**src/rtl/trap_ctrl_pkg.sv**
```systemverilog
// ---------------------------------------------------------------------------
// trap_ctrl_pkg
// Shared definitions for the trap sequencer:
//   - state_e        : 2-bit FSM encoding (IDLE=0, CAPTURE=1, REDIRECT=2, DRAIN=3)
//   - CAUSE_*        : one-hot cause constants. Bit 0 has the highest priority:
//                      inst_addr > illegal > ebreak > ecall > ld_addr > st_addr
//   - csr_pulse_sel  : maps a one-hot cause onto the four CSR pulse lines.
// ---------------------------------------------------------------------------
package trap_ctrl_pkg;

    typedef enum logic [1:0] {
        ST_IDLE     = 2'd0,
        ST_CAPTURE  = 2'd1,
        ST_REDIRECT = 2'd2,
        ST_DRAIN    = 2'd3
    } state_e;

    localparam int NUM_CAUSE = 6;

    // Bit position equals priority rank (bit 0 wins).
    localparam logic [NUM_CAUSE-1:0] CAUSE_NONE      = 6'b000000;
    localparam logic [NUM_CAUSE-1:0] CAUSE_INST_ADDR = 6'b000001;
    localparam logic [NUM_CAUSE-1:0] CAUSE_ILLEGAL   = 6'b000010;
    localparam logic [NUM_CAUSE-1:0] CAUSE_EBREAK    = 6'b000100;
    localparam logic [NUM_CAUSE-1:0] CAUSE_ECALL     = 6'b001000;
    localparam logic [NUM_CAUSE-1:0] CAUSE_LD_ADDR   = 6'b010000;
    localparam logic [NUM_CAUSE-1:0] CAUSE_ST_ADDR   = 6'b100000;

    // Returns {st_addr, ld_addr, illegal, inst_addr} pulse lines.
    // ECALL/EBREAK map to no pulse: the CSR file records those causes itself.
    function automatic logic [3:0] csr_pulse_sel(input logic [NUM_CAUSE-1:0] cause);
        logic [3:0] sel;
        case (cause)
            CAUSE_INST_ADDR: sel = 4'b0001;
            CAUSE_ILLEGAL:   sel = 4'b0010;
            CAUSE_LD_ADDR:   sel = 4'b0100;
            CAUSE_ST_ADDR:   sel = 4'b1000;
            default:         sel = 4'b0000;
        endcase
        return sel;
    endfunction

endpackage

```
**src/rtl/trap_ctrl_if.sv**
```systemverilog
// ---------------------------------------------------------------------------
// trap_ctrl_if
// Fetch-redirect valid/ready handshake between the trap sequencer and fetch.
//   o_redirect_valid : redirect PC is valid        (trap_ctrl -> fetch)
//   o_redirect_pc    : new fetch PC, XLEN bits      (trap_ctrl -> fetch)
//   i_redirect_ready : fetch accepts the redirect   (fetch -> trap_ctrl)
// Modports: master = trap_ctrl side, slave = fetch side.
// ---------------------------------------------------------------------------
interface trap_ctrl_if #(
    parameter int XLEN = 32
);
    logic            o_redirect_valid;
    logic [XLEN-1:0] o_redirect_pc;
    logic            i_redirect_ready;

    modport master (
        output o_redirect_valid,
        output o_redirect_pc,
        input  i_redirect_ready
    );

    modport slave (
        input  o_redirect_valid,
        input  o_redirect_pc,
        output i_redirect_ready
    );
endinterface

```
**src/rtl/trap_ctrl_prio_enc.sv**
```systemverilog
// ---------------------------------------------------------------------------
// trap_prio_enc
// Combinational fixed-priority encoder for the six exception requests.
//   i_req    : request vector, bit 0 highest priority
//              {st_addr, ld_addr, ecall, ebreak, illegal, inst_addr}
//   o_cause  : one-hot winning cause (CAUSE_NONE when idle)
//   o_any_ex : at least one request is active
// ---------------------------------------------------------------------------
module trap_prio_enc
    import trap_ctrl_pkg::*;
(
    input  logic [NUM_CAUSE-1:0] i_req,
    output logic [NUM_CAUSE-1:0] o_cause,
    output logic                 o_any_ex
);

    // Pick the lowest-indexed (highest-priority) active request.
    always_comb begin
        o_cause  = CAUSE_NONE;
        o_any_ex = |i_req;
        if (i_req[0]) begin
            o_cause = CAUSE_INST_ADDR;
        end else if (i_req[1]) begin
            o_cause = CAUSE_ILLEGAL;
        end else if (i_req[2]) begin
            o_cause = CAUSE_EBREAK;
        end else if (i_req[3]) begin
            o_cause = CAUSE_ECALL;
        end else if (i_req[4]) begin
            o_cause = CAUSE_LD_ADDR;
        end else if (i_req[5]) begin
            o_cause = CAUSE_ST_ADDR;
        end else begin
            o_cause = CAUSE_NONE;
        end
    end

endmodule

```
**src/rtl/trap_ctrl.sv**
```systemverilog
// ---------------------------------------------------------------------------
// trap_ctrl
// Sequences traps and MRET returns: captures and prioritises one exception,
// pulses the matching CSR exception line for one cycle, stalls/flushes the
// pipeline, hands fetch a redirect PC (mtvec on trap, mepc on MRET) over a
// valid/ready handshake, then drains DRAIN_CYCLES cycles before releasing.
// Ports:
//   i_clk, i_rst_n          : clock, async active-low reset
//   i_ex_* / i_ebreak /
//   i_ecall / i_mret        : exception and return requests (sampled in IDLE)
//   i_pc, i_badaddr         : faulting PC / address, latched with the event
//   i_tvec, i_epc           : mtvec / mepc from the CSR file
//   o_csr_ex*               : one-cycle cause pulses to the CSR file
//   o_csr_pc, o_csr_badaddr : latched PC / address for mepc / mtval
//   o_stall, o_flush, o_busy: pipeline control, high whenever not IDLE
//   redir                   : redirect handshake (trap_ctrl_if.master)
// All outputs are registered.
// ---------------------------------------------------------------------------
module trap_ctrl
    import trap_ctrl_pkg::*;
#(
    parameter int XLEN         = 32,
    parameter int DRAIN_CYCLES = 2,
    parameter int CNT_W        = 4
) (
    input  logic            i_clk,
    input  logic            i_rst_n,
    input  logic            i_ex_inst_addr,
    input  logic            i_ex_illegal,
    input  logic            i_ebreak,
    input  logic            i_ecall,
    input  logic            i_ex_ld_addr,
    input  logic            i_ex_st_addr,
    input  logic            i_mret,
    input  logic [XLEN-1:0] i_pc,
    input  logic [XLEN-1:0] i_badaddr,
    input  logic [XLEN-1:0] i_tvec,
    input  logic [XLEN-1:0] i_epc,
    output logic            o_csr_ex,
    output logic            o_csr_ex_inst_addr,
    output logic            o_csr_ex_ld_addr,
    output logic            o_csr_ex_st_addr,
    output logic [XLEN-1:0] o_csr_pc,
    output logic [XLEN-1:0] o_csr_badaddr,
    output logic            o_stall,
    output logic            o_flush,
    output logic            o_busy,
    trap_ctrl_if.master     redir
);

    localparam logic [CNT_W-1:0] CNT_ZERO   = {CNT_W{1'b0}};
    localparam logic [CNT_W-1:0] CNT_ONE    = {{(CNT_W-1){1'b0}}, 1'b1};
    localparam logic [CNT_W-1:0] DRAIN_LOAD = CNT_W'(DRAIN_CYCLES - 1);

    state_e                 state_r;
    state_e                 next_state_s;
    logic [CNT_W-1:0]       cnt_r;
    logic [XLEN-1:0]        target_r;
    logic [3:0]             pulse_r;
    logic                   stall_r;
    logic                   valid_r;
    logic [NUM_CAUSE-1:0]   req_s;
    logic [NUM_CAUSE-1:0]   cause_s;
    logic                   any_ex_s;
    logic                   take_ex_s;
    logic                   take_mret_s;

    assign req_s = {i_ex_st_addr, i_ex_ld_addr, i_ecall, i_ebreak,
                    i_ex_illegal, i_ex_inst_addr};

    trap_prio_enc u_prio_enc (
        .i_req    (req_s),
        .o_cause  (cause_s),
        .o_any_ex (any_ex_s)
    );

    // Requests only count in IDLE; an exception always beats a same-cycle MRET.
    assign take_ex_s   = (state_r == ST_IDLE) && any_ex_s;
    assign take_mret_s = (state_r == ST_IDLE) && !any_ex_s && i_mret;

    // Next-state logic.
    always_comb begin
        next_state_s = state_r;
        case (state_r)
            ST_IDLE: begin
                if (any_ex_s) begin
                    next_state_s = ST_CAPTURE;
                end else if (i_mret) begin
                    next_state_s = ST_REDIRECT;
                end else begin
                    next_state_s = ST_IDLE;
                end
            end
            ST_CAPTURE: begin
                next_state_s = ST_REDIRECT;
            end
            ST_REDIRECT: begin
                if (redir.i_redirect_ready) begin
                    next_state_s = ST_DRAIN;
                end else begin
                    next_state_s = ST_REDIRECT;
                end
            end
            ST_DRAIN: begin
                if (cnt_r == CNT_ZERO) begin
                    next_state_s = ST_IDLE;
                end else begin
                    next_state_s = ST_DRAIN;
                end
            end
            default: begin
                next_state_s = ST_IDLE;
            end
        endcase
    end

    // State register and state-derived registered outputs (look-ahead on next state).
    always_ff @(posedge i_clk or negedge i_rst_n) begin
        if (!i_rst_n) begin
            state_r <= ST_IDLE;
            stall_r <= 1'b0;
            valid_r <= 1'b0;
        end else begin
            state_r <= next_state_s;
            stall_r <= (next_state_s != ST_IDLE);
            valid_r <= (next_state_s == ST_REDIRECT);
        end
    end

    // CSR cause pulses: set on the edge entering CAPTURE, cleared on the next.
    always_ff @(posedge i_clk or negedge i_rst_n) begin
        if (!i_rst_n) begin
            pulse_r <= 4'b0000;
        end else if (take_ex_s) begin
            pulse_r <= csr_pulse_sel(cause_s);
        end else begin
            pulse_r <= 4'b0000;
        end
    end

    // Latch faulting PC/address with the exception; held until the next trap.
    always_ff @(posedge i_clk or negedge i_rst_n) begin
        if (!i_rst_n) begin
            o_csr_pc      <= {XLEN{1'b0}};
            o_csr_badaddr <= {XLEN{1'b0}};
        end else if (take_ex_s) begin
            o_csr_pc      <= i_pc;
            o_csr_badaddr <= i_badaddr;
        end else begin
            o_csr_pc      <= o_csr_pc;
            o_csr_badaddr <= o_csr_badaddr;
        end
    end

    // Redirect target: mepc on MRET, mtvec sampled in CAPTURE so a same-cycle
    // CSR write is seen. Never written in REDIRECT, so it stays stable there.
    always_ff @(posedge i_clk or negedge i_rst_n) begin
        if (!i_rst_n) begin
            target_r <= {XLEN{1'b0}};
        end else if (take_mret_s) begin
            target_r <= i_epc;
        end else if (state_r == ST_CAPTURE) begin
            target_r <= i_tvec;
        end else begin
            target_r <= target_r;
        end
    end

    // Drain counter: loaded on redirect acceptance, counts down to zero in DRAIN.
    always_ff @(posedge i_clk or negedge i_rst_n) begin
        if (!i_rst_n) begin
            cnt_r <= CNT_ZERO;
        end else if ((state_r == ST_REDIRECT) && redir.i_redirect_ready) begin
            cnt_r <= DRAIN_LOAD;
        end else if ((state_r == ST_DRAIN) && (cnt_r != CNT_ZERO)) begin
            cnt_r <= cnt_r - CNT_ONE;
        end else begin
            cnt_r <= cnt_r;
        end
    end

    assign o_csr_ex_inst_addr     = pulse_r[0];
    assign o_csr_ex               = pulse_r[1];
    assign o_csr_ex_ld_addr       = pulse_r[2];
    assign o_csr_ex_st_addr       = pulse_r[3];
    assign o_stall                = stall_r;
    assign o_flush                = stall_r;
    assign o_busy                 = stall_r;
    assign redir.o_redirect_valid = valid_r;
    assign redir.o_redirect_pc    = target_r;

endmodule
```
**src/flat_wrapper.sv**
```systemverilog
// flat-port wrapper written by rule: the top's interface ports become plain ports
module trap_ctrl_flat import trap_ctrl_pkg::*;
#(
    parameter int XLEN         = 32,
    parameter int DRAIN_CYCLES = 2,
    parameter int CNT_W        = 4
)
  (i_clk, i_rst_n, i_ex_inst_addr, i_ex_illegal, i_ebreak, i_ecall, i_ex_ld_addr, i_ex_st_addr, i_mret, i_pc, i_badaddr, i_tvec, i_epc, o_csr_ex, o_csr_ex_inst_addr, o_csr_ex_ld_addr, o_csr_ex_st_addr, o_csr_pc, o_csr_badaddr, o_stall, o_flush, o_busy, redir_o_redirect_valid, redir_o_redirect_pc, redir_i_redirect_ready);
  trap_ctrl_if #(.XLEN(XLEN)) redir_i ();
  input  logic i_clk;
  input  logic i_rst_n;
  input  logic i_ex_inst_addr;
  input  logic i_ex_illegal;
  input  logic i_ebreak;
  input  logic i_ecall;
  input  logic i_ex_ld_addr;
  input  logic i_ex_st_addr;
  input  logic i_mret;
  input  logic [XLEN-1:0] i_pc;
  input  logic [XLEN-1:0] i_badaddr;
  input  logic [XLEN-1:0] i_tvec;
  input  logic [XLEN-1:0] i_epc;
  output logic o_csr_ex;
  output logic o_csr_ex_inst_addr;
  output logic o_csr_ex_ld_addr;
  output logic o_csr_ex_st_addr;
  output logic [XLEN-1:0] o_csr_pc;
  output logic [XLEN-1:0] o_csr_badaddr;
  output logic o_stall;
  output logic o_flush;
  output logic o_busy;
  output wire logic [$bits(redir_i.o_redirect_valid)-1:0] redir_o_redirect_valid;
  output wire logic [$bits(redir_i.o_redirect_pc)-1:0] redir_o_redirect_pc;
  input wire logic [$bits(redir_i.i_redirect_ready)-1:0] redir_i_redirect_ready;
  assign redir_o_redirect_valid = redir_i.o_redirect_valid;
  assign redir_o_redirect_pc = redir_i.o_redirect_pc;
  assign redir_i.i_redirect_ready = redir_i_redirect_ready;
  trap_ctrl #(.XLEN(XLEN), .DRAIN_CYCLES(DRAIN_CYCLES), .CNT_W(CNT_W)) u_core (.i_clk(i_clk), .i_rst_n(i_rst_n), .i_ex_inst_addr(i_ex_inst_addr), .i_ex_illegal(i_ex_illegal), .i_ebreak(i_ebreak), .i_ecall(i_ecall), .i_ex_ld_addr(i_ex_ld_addr), .i_ex_st_addr(i_ex_st_addr), .i_mret(i_mret), .i_pc(i_pc), .i_badaddr(i_badaddr), .i_tvec(i_tvec), .i_epc(i_epc), .o_csr_ex(o_csr_ex), .o_csr_ex_inst_addr(o_csr_ex_inst_addr), .o_csr_ex_ld_addr(o_csr_ex_ld_addr), .o_csr_ex_st_addr(o_csr_ex_st_addr), .o_csr_pc(o_csr_pc), .o_csr_badaddr(o_csr_badaddr), .o_stall(o_stall), .o_flush(o_flush), .o_busy(o_busy), .redir(redir_i));
endmodule
```
**config.mk**
```make
export PLATFORM = sky130hd
export DESIGN_NAME = trap_ctrl_flat
export DESIGN_NICKNAME = d
export VERILOG_FILES = /design/src/rtl/trap_ctrl_pkg.sv /design/src/rtl/trap_ctrl_if.sv /design/src/rtl/trap_ctrl_prio_enc.sv /design/src/rtl/trap_ctrl.sv /design/src/flat_wrapper.sv
export SDC_FILE = /design/constraint.sdc
export NUM_CORES = 1
export LEC_CHECK = 0
export BUFFER_PORTS_ARGS = -buffer_cell sky130_fd_sc_hd__buf_2
export CAP_MARGIN = 20
export CORE_UTILIZATION = 48
export CTS_BUF_LIST = sky130_fd_sc_hd__clkbuf_8
export CTS_CLUSTER_SIZE = 25
export DETAILED_ROUTE_END_ITERATION = 10
export GPL_TIMING_DRIVEN = 0
export MAX_ROUTING_LAYER = met4
export PLACE_DENSITY_LB_ADDON = 0.12
export SETUP_SLACK_MARGIN = 0.05
export SLEW_MARGIN = 20
export SYNTH_ARGS = -nofsm -noshare
export SYNTH_HDL_FRONTEND = slang
export SYNTH_SLANG_ARGS = --single-unit
```
**constraint.sdc**
```tcl
create_clock -name i_clk -period 2.5 [get_ports i_clk]
set_clock_uncertainty 0.2 [all_clocks]
set_input_delay 0.5 -clock i_clk [delete_from_list [all_inputs] [get_ports i_clk]]
set_output_delay 0.5 -clock i_clk [all_outputs]
set_load 0.05 [all_outputs]
```
======== Word-level counts from Yosys, hierarchy flattened ========
Index checks and enable logic that the tools add are counted.
W data, S select, Z words.
operators by class
  reductions and logical operators ........ 13
  add/sub/neg operators ................... 1
  equality and inequality tests ........... 8
  muxes and demuxes ....................... 17
operator list
  kind                   count
  $mux W32               2
  $mux W6                6
  $pmux W4 S4            1
  $mux W4                3
  $pmux W2 S4            1
  $eq A2 B2 Y1 const B   3
  $eq A6 B1 Y1 const B   1
  $eq A6 B2 Y1 const B   1
  $eq A6 B5 Y1 const B   1
  $eq A6 B6 Y1 const B   1
  $mux W2                3
  $reduce_bool A2 Y1     3
  $reduce_or A6 Y1       1
  $logic_and A1 B1 Y1    5
  $logic_not A4 Y1       1
  $reduce_bool A4 Y1     1
  $sub A4 B1 Y4 const B  1
  $eq A2 B1 Y1 const B   1
  $logic_not A2 Y1       1
  $logic_not A1 Y1       1
  $mux W1                1
word-level totals
  input bits .............................. 138
  logic and storage cells ................. 47
  bits in registers ....................... 108
  output and inout bits ................... 104

======== Longest topological paths before layout ========
Gate-level depths: netlist of run 1.
  depth after elaboration ................. 9
  gate-level depth with buffers ........... 6
  gate-level depth less buffers ........... 5

======== By module ========
Synthesis of run 1 repeated with hierarchy kept, for this count alone.
second synthesis, totals
  cells, all modules ...................... 342
  area total of the unflattened synthesis .. 4526.8 µm²
by module, submodules not included
  module         instances  area each (µm²)  sequential area each (µm²)  cells each
  trap_ctrl      1          4464.3           2702.6                      333
  trap_prio_enc  1          62.6             0.0                         9

======== Least setup slack after synthesis of run 1 ========
No wires, ideal clock.
  path kind ............................... register to register
  start point ............................. register u_core.cnt_r[0]
  end point ............................... register u_core.cnt_r[1]
  path buffers ............................ 1
  clock period less this slack ............ 1.871 ns
  stages on the path, launching flop included .. 7
  data required time ...................... 2.180 ns
  arrival time ............................ 1.551 ns
  setup slack ............................. 0.629 ns
  setup time .............................. 0.120 ns
  cells stage by stage .................... dfrtp_1 > inv_1 > ha_1 > or3b_2 > buf_2 > a31o_2 > and3_1
on the way
  cells in the longest elaborated chain, start to end .. 3
  elaborated cells between the ends (all ways) .. 6
  classes of those cells .................. 1 x add/sub; 2 x mux; 3 x reduce/logical
RTL lines
  item                                                 line                                text
  from (decl)                                          trap_ctrl.sv:57                     logic [CNT_W-1:0] cnt_r;
  from (signal assigned)                               trap_ctrl.sv:176                    cnt_r <= cnt_r - CNT_ONE;
  from (signal assigned)                               trap_ctrl.sv:178                    cnt_r <= cnt_r;
  $sub A4 B1 Y4 or $reduce_bool A4 Y1 (tied branches)  trap_ctrl.sv:176, trap_ctrl.sv:175
  $mux W4 or $logic_and A1 B1 Y1 (tied branches)       trap_ctrl.sv:175                    end else if ((state_r == ST_DRAIN) && (cnt_r != CNT_ZERO)) begin
  $mux W4 or $reduce_bool A2 Y1 (tied branches)        --
Several ways; a longest one is shown, not always the timed one. The select of a mux whose other input is x is not followed.
A chain may end at the register's enable or synchronous reset.

======== Final worst setup path of run 1 ========
  start point ............................. register u_core.state_r[0]
  end point ............................... register u_core.o_csr_badaddr[20]
on the way
  cells in the longest elaborated chain, start to end .. 2
RTL lines
  item                    line              text
  from (decl)             trap_ctrl.sv:55   state_e state_r;
  from (signal assigned)  trap_ctrl.sv:124  state_r <= next_state_s;
  $logic_not A2 Y1        trap_ctrl.sv:78   assign take_ex_s = (state_r == ST_IDLE) && any_ex_s;
  $logic_and A1 B1 Y1     trap_ctrl.sv:78
  to (signal assigned)    trap_ctrl.sv:145  o_csr_badaddr <= {XLEN{1'b0}};
  to (signal assigned)    trap_ctrl.sv:148  o_csr_badaddr <= i_badaddr;
  to (signal assigned)    trap_ctrl.sv:151  o_csr_badaddr <= o_csr_badaddr;
  to (decl)               trap_ctrl.sv:44   output logic [XLEN-1:0] o_csr_badaddr,
No other way between the ends.

==> impl_metrics.tcl, run 1 <==
set metrics [dict create \
    drtAntennaViolNets 0 \
    vias 3346 \
    fp.dieH_um 103 \
    clk_pin_slew_worst_paths_ns 0.10 \
    wl_mm 10.7 \
    rsz0062_at_grt "no" \
    final_cell_mix "241 x buf_2, 108 x dfrtp_1, 64 x mux2_4" \
    dp.cells 672 \
    syn_area_per_cell_um2 16.5 \
    tns_ns 0 \
    crit_path_max_fanout 10 \
    startpoint "u_core.state_r[0]" \
    ys_warn_count 0 \
    final_layout_size_suffix_gt1_share_pct 72.5 \
    hpwl_mm 8.07 \
    detail_route.wl_per_cell_um 15.5 \
    initial_core_util_pct 49.9 \
    grt_overflow 0 \
    synth_seq_cells 108 \
    diodes 0 \
    root_buffer "clkbuf_8" \
    clockBufferDepth 2 \
    drc 0 \
    synth_seq_area_share_pct 55.2 \
    grt_util_all_layers_pct 20.7 \
    start_kind "register" \
    n_fill_cell 795 \
    cts_made_buffers 9 \
    worstMarginPinSlew_ns 0.555 \
    multi_input_area_um2 2000 \
    clkSinkCount 108 \
    synth_top_area_share_pct 55.2 \
    cap_violations 0 \
    instances_no_fill 689 \
    ctsHtreeMaxLevel 3 \
    synth_nets 437 \
    netlist_area_um2 4900 \
    insertion_delay_ns 0.36 \
    layout_commonest_cell "buf_2" \
    grt_pass1_wl_mm 15.9 \
    crit_type "reg -> reg" \
    seq_area_um2 2700 \
    yosys-top-cells-area "dfrtp_1 55%, mux2_4 20%, mux2_2 13%" \
    setup_viol 0 \
    end_kind "register" \
    io_buffers 241 \
    fmax_mhz 487 \
    cts_tree "built" \
    via_per_inst 4.86 \
    ir_drop_uv 854 \
    finalHoldViolCount 0 \
    yosysUniqueCellTypes 36 \
    fin_crit_ns 2.05 \
    num_rows 36 \
    slew_viol_final 0 \
    core-area_um2 9820 \
    hp-start "i_epc[2]" \
    post-route-period-util_pct 82.1 \
    maxSlewHeadroom_pct 62.9 \
    gp_congestion 0.784 \
    grt_max_degree 81 \
    crit_arrival_ns 2.10 \
    holdCritPathClass "in -> reg" \
    die_w_um 103 \
    drt_first_pass_iters 4 \
    powerDensity_nw_per_um2 1580 \
    nets 691 \
    status "finished, final reports clean" \
    syn2layout_area_growth_pct 32.6 \
    antenna_found_initial 0 \
    postCtsResizedCells 0 \
    num_io_pins 242 \
    drt_iter0_markers 53 \
    postSynthCellCount 297 \
    synth_largest_area_cell "dfrtp_1" \
    die-area_um2 10600 \
    grt_pass1_vias 3243 \
    worstPathRequired_ns 2.55 \
    p_leak_nw 3.29 \
    reg2reg_from "u_core.state_r[0]" \
]
==> synthesized netlist by cell type <==
cell      count
buf_2         1
nand3_1       2
nand2_1       3
buf_8         6
a21oi_1       1
a31oi_1       1
a32o_1        1
clkbuf_1      2
or2_4         1
clkbuf_8      1
nand2b_1      1
a31o_2        2
nor2_1        5
o21a_1        1
nand4_1       4
nand3b_1      2
mux2_4       64
and4b_1       1
inv_1         3
clkbuf_2      1
dfrtp_1     108
buf_4         4
a21oi_4       1
and2_1        2
ha_1          2
and3_2        1
or3b_2        1
mux2i_1       2
nand4_4       1
mux2_1        6
and3_1        1
o22a_1        1
nor3_1        1
nor3_4        2
buf_6         3
mux2_2       58
==> report_power, final <==
group          switching, mW  total [mW]  internal [mW]
clock                  0.595       0.986          0.391
sequential             0.438        3.05           2.61
combinational           4.05        6.25           2.20
total                   5.08        10.3           5.20
==> repair_timing <==
item / 4_1_cts / 5_1_grt
hold buffers: 1 / 0
setup buffers: 0 / 0
hold endpoints to repair: 28 / 0
==> state kept, by name, indices dropped and copies added (netlist names) <==
| register | flops |
|---|---|
| u_core.pulse_r | 4 |
| u_core.cnt_r | 4 |
| u_core.o_busy | 1 |
| u_core.redir.o_redirect_pc | 32 |
| u_core.state_r | 2 |
| u_core.o_csr_badaddr | 32 |
| u_core.redir.o_redirect_valid | 1 |
| u_core.o_csr_pc | 32 |
==> through the flow <==
stage | utilization [%] | hold slack (ns) | worst slack (ns) | total power [mW] | area, um2
5_1_grt | 66.1 | 0.134 | 0.388 | 10.8 | 6490
4_1_cts | 66.1 | 0.138 | 0.413 | 10.4 | 6490
2_1_floorplan | - | 0.00441 | 0.629 | 8.00 | 4900
6_report | 66.1 | 0.152 | 0.448 | 10.3 | 6490
3_5_place_dp | 64.2 | 0.189 | 0.397 | 9.36 | 6300
3_3_place_gp | 63.8 | 0.255 | -0.510 | 9.24 | 6270
==> critical path, stage by stage (launching register included) <==
cell	delay, ns
dfrtp_1	0.44
or2_4	0.29
a21oi_4	0.45
buf_8	0.24
mux2_4	0.31
==> layer usage <==
layer | vias up | part of all wire, % | wire length [um] | GRT usage [%]
met5 | - | 0 | 0 | -
met4 | 0 | 1.9 | 201 | 8.13
met3 | 17 | 6.4 | 687 | 4.47
li1 | 1561 | - | - | -
met2 | 123 | 52 | 5500 | 34.3
met1 | 1645 | 40 | 4280 | 24.7
==> layout make-up <==
cell class                 count  share of cell area [%]
timing repair buffer         243                    19.3
clock inverter                 6                   0.617
sequential                   108                    41.6
clock buffer                  10                    2.12
tap                          133                    2.56
multi-input combinational    168                    30.8
inverter                       3                   0.174
buffer                        18                    2.85
==> cells by family after synthesis <==
group / share of synthesized area [%]
buffers and inverters: 4.01
AND/OR/NAND/NOR: 4.06
AO/OA/AOI/OAI: 1.46
adder cells (fa/ha/maj): 0.511
flip-flops: 55.2
multiplexers: 34.8
==> path summary, 6_finish.rpt <==
kind                            cells past startpoint                            end  slack, ns
worst max-delay path                                4       u_core.o_csr_badaddr[20]       0.45
worst min register to register                      1                u_core.cnt_r[3]       0.30
worst max register to register                      4       u_core.o_csr_badaddr[20]       0.45
min in group asynchronous                           2        u_core.o_csr_badaddr[0]       0.36
worst min-delay path                                2  u_core.redir.o_redirect_pc[2]       0.15
max in group asynchronous                           3  u_core.redir.o_redirect_pc[9]       1.06
Note: power is estimated with default switching activity, not from simulation.
==> run 2, diff against run 1 <==
- clock period: 2.5 -> 2.1 ns (I/O delays scaled with it)
==> run 2 against run 1 <==
  * Fmax up 5.5%
  * Die area unchanged
  * Sequential cell count is the same
  * Sequential share of layout area is 0.19 points lower
  * Non-clock buffer count up 2
  * Sequential power grew 19%
  * Global-route usage up 0.14 points
  * Utilization up 0.31 points
  * Critical endpoint is now u_core.cnt_r[1]
  * Power is 19% higher
  * Cell count rose by 0.29%
  * Highest routed layer unchanged
  * Critical path type unchanged
  * Combinational power grew 20%
  * Largest cell class unchanged
  * Setup slack worse by 0.29 ns
==> impl_metrics.tcl, run 2 (synthesized netlist as in run 1, its figures left out) <==
set metrics [dict create \
    drt_iter0_markers 66 \
    finish.utilization_pct 66.4 \
    core-area_um2 9820 \
    power_mw 12.3 \
    status "finished, final reports clean" \
    antenna_found_initial 0 \
    holdCritPathClass "in -> reg" \
    maxSlewHeadroom_pct 73.0 \
    clockBufferDepth 2 \
    ctsHtreeMaxLevel 3 \
    crit_path_max_fanout 9 \
    fmax_mhz 514 \
    clkSinkCount 108 \
    wl_mm 10.7 \
    reg2reg_depth 6 \
    grt_util_all_layers_pct 20.8 \
    root_buffer "clkbuf_8" \
    drc 0 \
    worstPathRequired_ns 2.16 \
    cts_made_buffers 9 \
    end_kind "register" \
    grt_pass1_wl_mm 16.0 \
    instances_no_fill 691 \
    via_per_inst 4.85 \
    hpwl_mm 8.07 \
    hold_ws_ns 0.0728 \
    setup_viol 0 \
    worstMarginPinSlew_ns 0.405 \
    finalHoldViolCount 0 \
    grt_max_degree 81 \
    fp.dieH_um 103 \
    grt_pass1_vias 3261 \
    crit_type "reg -> reg" \
    nets 693 \
    io_buffers 241 \
    crit_arrival_ns 2.00 \
    drt_first_pass_iters 4 \
    final_layout_size_suffix_gt1_share_pct 72.8 \
    grt_overflow 0 \
    die-area_um2 10600 \
    fin_crit_ns 1.95 \
    cts_tree "built" \
    num_rows 36 \
    p_leak_nw 3.30 \
    drtAntennaViolNets 0 \
    post-route-period-util_pct 92.6 \
    gp_congestion 0.784 \
    clk_pin_slew_worst_paths_ns 0.10 \
    detail_route.wl_per_cell_um 15.5 \
    final_cell_mix "240 x buf_2, 108 x dfrtp_1, 64 x mux2_4" \
    slew_viol_final 0 \
    whs_path_depth 2 \
    insertion_delay_ns 0.36 \
    layout_commonest_cell "buf_2" \
    die_w_um 103 \
    syn2layout_area_growth_pct 33.2 \
    vias 3350 \
    diodes 0 \
    dp.cells 672 \
    start_kind "register" \
    rsz0062_at_grt "no" \
    powerDensity_nw_per_um2 1880 \
    initial_core_util_pct 49.9 \
    ir_drop_uv 1020 \
    cap_violations 0 \
    num_io_pins 242 \
]
==> run 2: cell types whose count changed in the layout (fill, tap and decap cells not counted) <==
cell	delta
buf_2	-1
inv_1	-1
clkbuf_4	+1
buf_12	+1
inv_2	+1
buf_4	+1
==> run 2: stage by stage <==
step	cell area, um2	TNS [ns]	setup slack, ns
2_1_floorplan	4900	0	0.229
3_3_place_gp	6270	-88.64	-0.830
6_report	6520	0	0.155
3_5_place_dp	6300	0	0.0307
4_1_cts	6520	0	0.132
5_1_grt	6520	0	0.0625
==> run 2: routing by layer <==
| metal | share of wire, % | track usage [%] | up-vias |
|---|---|---|---|
| li1 | - | - | 1567 |
| met1 | 40 | 24.7 | 1648 |
| met2 | 52 | 34.7 | 118 |
| met3 | 6.4 | 4.47 | 17 |
| met4 | 1.8 | 8.13 | 0 |
| met5 | 0 | - | - |
==> run 2: power breakdown <==
group | switching (mW) | total [mW] | internal (mW)
sequential | 0.524 | 3.64 | 3.11
clock | 0.706 | 1.17 | 0.465
combinational | 4.83 | 7.47 | 2.64
==> run 2: area by class of cell <==
cell class / instances / area (um2)
plain buffers: 18 / 188
clock buffers: 10 / 138
clock inverters: 6 / 40.0
fillers: 792 / 3300
inverters: 3 / 11.3
multi-input cells: 168 / 2000
flip-flops and latches: 108 / 2700
well taps: 133 / 166
repair buffers: 245 / 1280
==> run 2: worst paths after layout <==
kind                                  from                       endpoint  slack, ns
min                               i_epc[2]  u_core.redir.o_redirect_pc[2]       0.07
max in group asynchronous          i_rst_n  u_core.redir.o_redirect_pc[9]       0.74
max reg2reg                u_core.cnt_r[1]                u_core.cnt_r[1]       0.15
min in group asynchronous          i_rst_n        u_core.o_csr_badaddr[0]       0.28
min reg2reg                u_core.cnt_r[3]                u_core.cnt_r[3]       0.30
max                        u_core.cnt_r[1]                u_core.cnt_r[1]       0.15
==> run 2: worst max-delay path, cell delays in order (launching register included) <==
cell and delay, ns:
dfrtp_1 0.41, inv_1 0.08, ha_1 0.13, or3b_2 0.44, clkbuf_4 0.19, a31o_2 0.24, and3_1 0.15
==> run 2: timing repair <==
action	4_1_cts	5_1_grt
endpoints found under the hold margin	28	0
setup endpoints to repair	60	1
buffers inserted	2	0
hold buffers	1	0
resized for setup	0	2
==> run 3, diff against run 2 <==
- BUFFER_PORTS_ARGS: -buffer_cell sky130_fd_sc_hd__buf_2 -> default
- CORE_UTILIZATION: 48 -> 25
- DONT_BUFFER_PORTS: default -> 1
==> run 3 against run 2 <==
  * The run now ends with negative hold slack left
  * Non-clock buffer count decreased by 142
  * Sequential power up 100%
  * Sequential cell count stayed put
  * Critical path type unchanged
==> impl_metrics.tcl, run 3 (synthesized netlist as in run 1, its figures left out) <==
set metrics [dict create \
    initial_core_util_pct 25.8 \
    io_buffers 0 \
    worstPathRequired_ns 2.18 \
    finalHoldViolCount 108 \
    grt_max_degree 109 \
    clk_pin_slew_worst_paths_ns 0.11 \
    ctsHtreeMaxLevel 3 \
    final_cell_mix "107 x dfrtp_1, 102 x dlygate4sd3_1, 64 x mux2_4" \
    p_leak_nw 2.77 \
    post-route-period-util_pct 93.8 \
    drc 0 \
    fmax_mhz 508 \
    slowest_delay_ns 0.43 \
    num_rows 50 \
    root_buffer "clkbuf_8" \
    end_kind "register" \
    clockBufferDepth 2 \
    diodes 0 \
    cp_cell_sequence "inv_1, ha_1, or3b_2, buf_2, a31o_2, and3_1" \
    vias 2826 \
    detail_route.wl_per_cell_um 17.0 \
    worst_path_max_delay_cell "or3b_2" \
    die_w_um 142 \
    hold_ws_ns -0.484 \
    fp.dieH_um 142 \
    crit_path_max_fanout 9 \
    clkSinkCount 108 \
    grt_pass1_vias 3118 \
    worstMarginPinSlew_ns 0.524 \
    ir_drop_uv 656 \
    met3_usage_pct 3.16 \
    n_fill_cell 1859 \
    setup_viol 0 \
    core-area_um2 19000 \
    maxSlewHeadroom_pct 65.1 \
    start_kind "register" \
    grt.busiest_layer "met2" \
    drtAntennaViolNets 0 \
    antenna_found_initial 0 \
    grt_overflow 0 \
    instances_no_fill 676 \
    crit_arrival_ns 2.05 \
    grtUsageMet2_pct 19.4 \
    crit_family "simple AND/OR/NAND/NOR gates" \
    cts_tree "built" \
    status "finished, violations left" \
    crit_type "reg -> reg" \
    tns_ns 0 \
    insertion_delay_ns 0.38 \
    hpwl_mm 7.90 \
    num_io_pins 242 \
    nets 551 \
    holdCritPathClass "in -> async" \
    via_per_inst 4.18 \
    cts_made_buffers 9 \
    layout_commonest_cell "dfrtp_1" \
    syn2layout_area_growth_pct 32.5 \
    grtUsageMet1_pct 13.9 \
    drt_iter0_markers 61 \
    grt_util_all_layers_pct 11.9 \
    die-area_um2 20100 \
    rsz0062_at_grt "no" \
    dp.cells 557 \
    final_layout_size_suffix_gt1_share_pct 39.9 \
    cap_violations 0 \
    failed_checks "negative hold slack" \
    slew_viol_final 0 \
    powerDensity_nw_per_um2 1790 \
    drt_first_pass_iters 4 \
    wl_mm 11.5 \
    fin_crit_ns 1.97 \
    grt_pass1_wl_mm 17.4 \
    gp_congestion 0.734 \
    hold_buffers 102 \
    crit_buf_inv 2 \
]
run 3: cell count changes in the layout (fill, tap and decap cells not counted), moves of 2 or more:
cell / delta
buf_2: -239
bufinv_16: +2
dlygate4sd3_1: +101
inv_1: -2
run 3: routing by layer:
metal	vias up	routed length [um]
met3	10	642
met5	-	0
met2	105	6080
li1	1285	-
met4	0	174
met1	1426	4590
run 3: where the power goes:
| group | switching [mW] | internal, mW | total (mW) |
|---|---|---|---|
| clock network | 0.770 | 0.679 | 1.45 |
| logic | 0.848 | 2.01 | 2.85 |
| registers | 4.27 | 3.05 | 7.32 |
run 3: final timing paths:
check	startpoint	end	slack, ns	cells past startpoint
min in group i_clk	i_mret	u_core.state_r[1]	0.07	2
max in group asynchronous	i_rst_n	u_core.o_busy	2.04	0
hold reg to reg	u_core.cnt_r[3]	u_core.cnt_r[3]	0.28	1
setup / recovery	u_core.cnt_r[1]	u_core.cnt_r[1]	0.13	6
hold / removal	i_rst_n	u_core.o_csr_badaddr[20]	-0.48	0
setup reg to reg	u_core.cnt_r[1]	u_core.cnt_r[1]	0.13	6
run 3: cell type report:
class	instances	area, um2	share of cell area, %
Multi-Input combinational cell	168	2000	30.8
Clock buffer	9	124	1.91
Tap cell	260	325	5.02
Timing Repair Buffer	103	1040	16.1
Sequential cell	108	2700	41.7
Clock inverter	7	97.6	1.50
Inverter	3	11.3	0.174
Buffer	18	185	2.86
run 3: metrics by stage:
stage               setup WS, ns  total power, mW  instance area (um2)  util (%)
finish                     0.131             11.6                 6480      34.2
global route              0.0569             12.2                 6480      34.2
CTS                       0.0598             11.8                 6480      34.2
detailed placement       -0.0207             10.1                 5220      27.5
global placement         -0.0182             10.1                 5220      27.5
floorplan                  0.229             9.53                 4900         -
run 3: what timing repair did:
item | CTS | global route
setup buffers | 1 | 0
resized for setup | 0 | 2
endpoints found under the hold margin | 210 | 108
endpoints found under the setup margin | 60 | 3
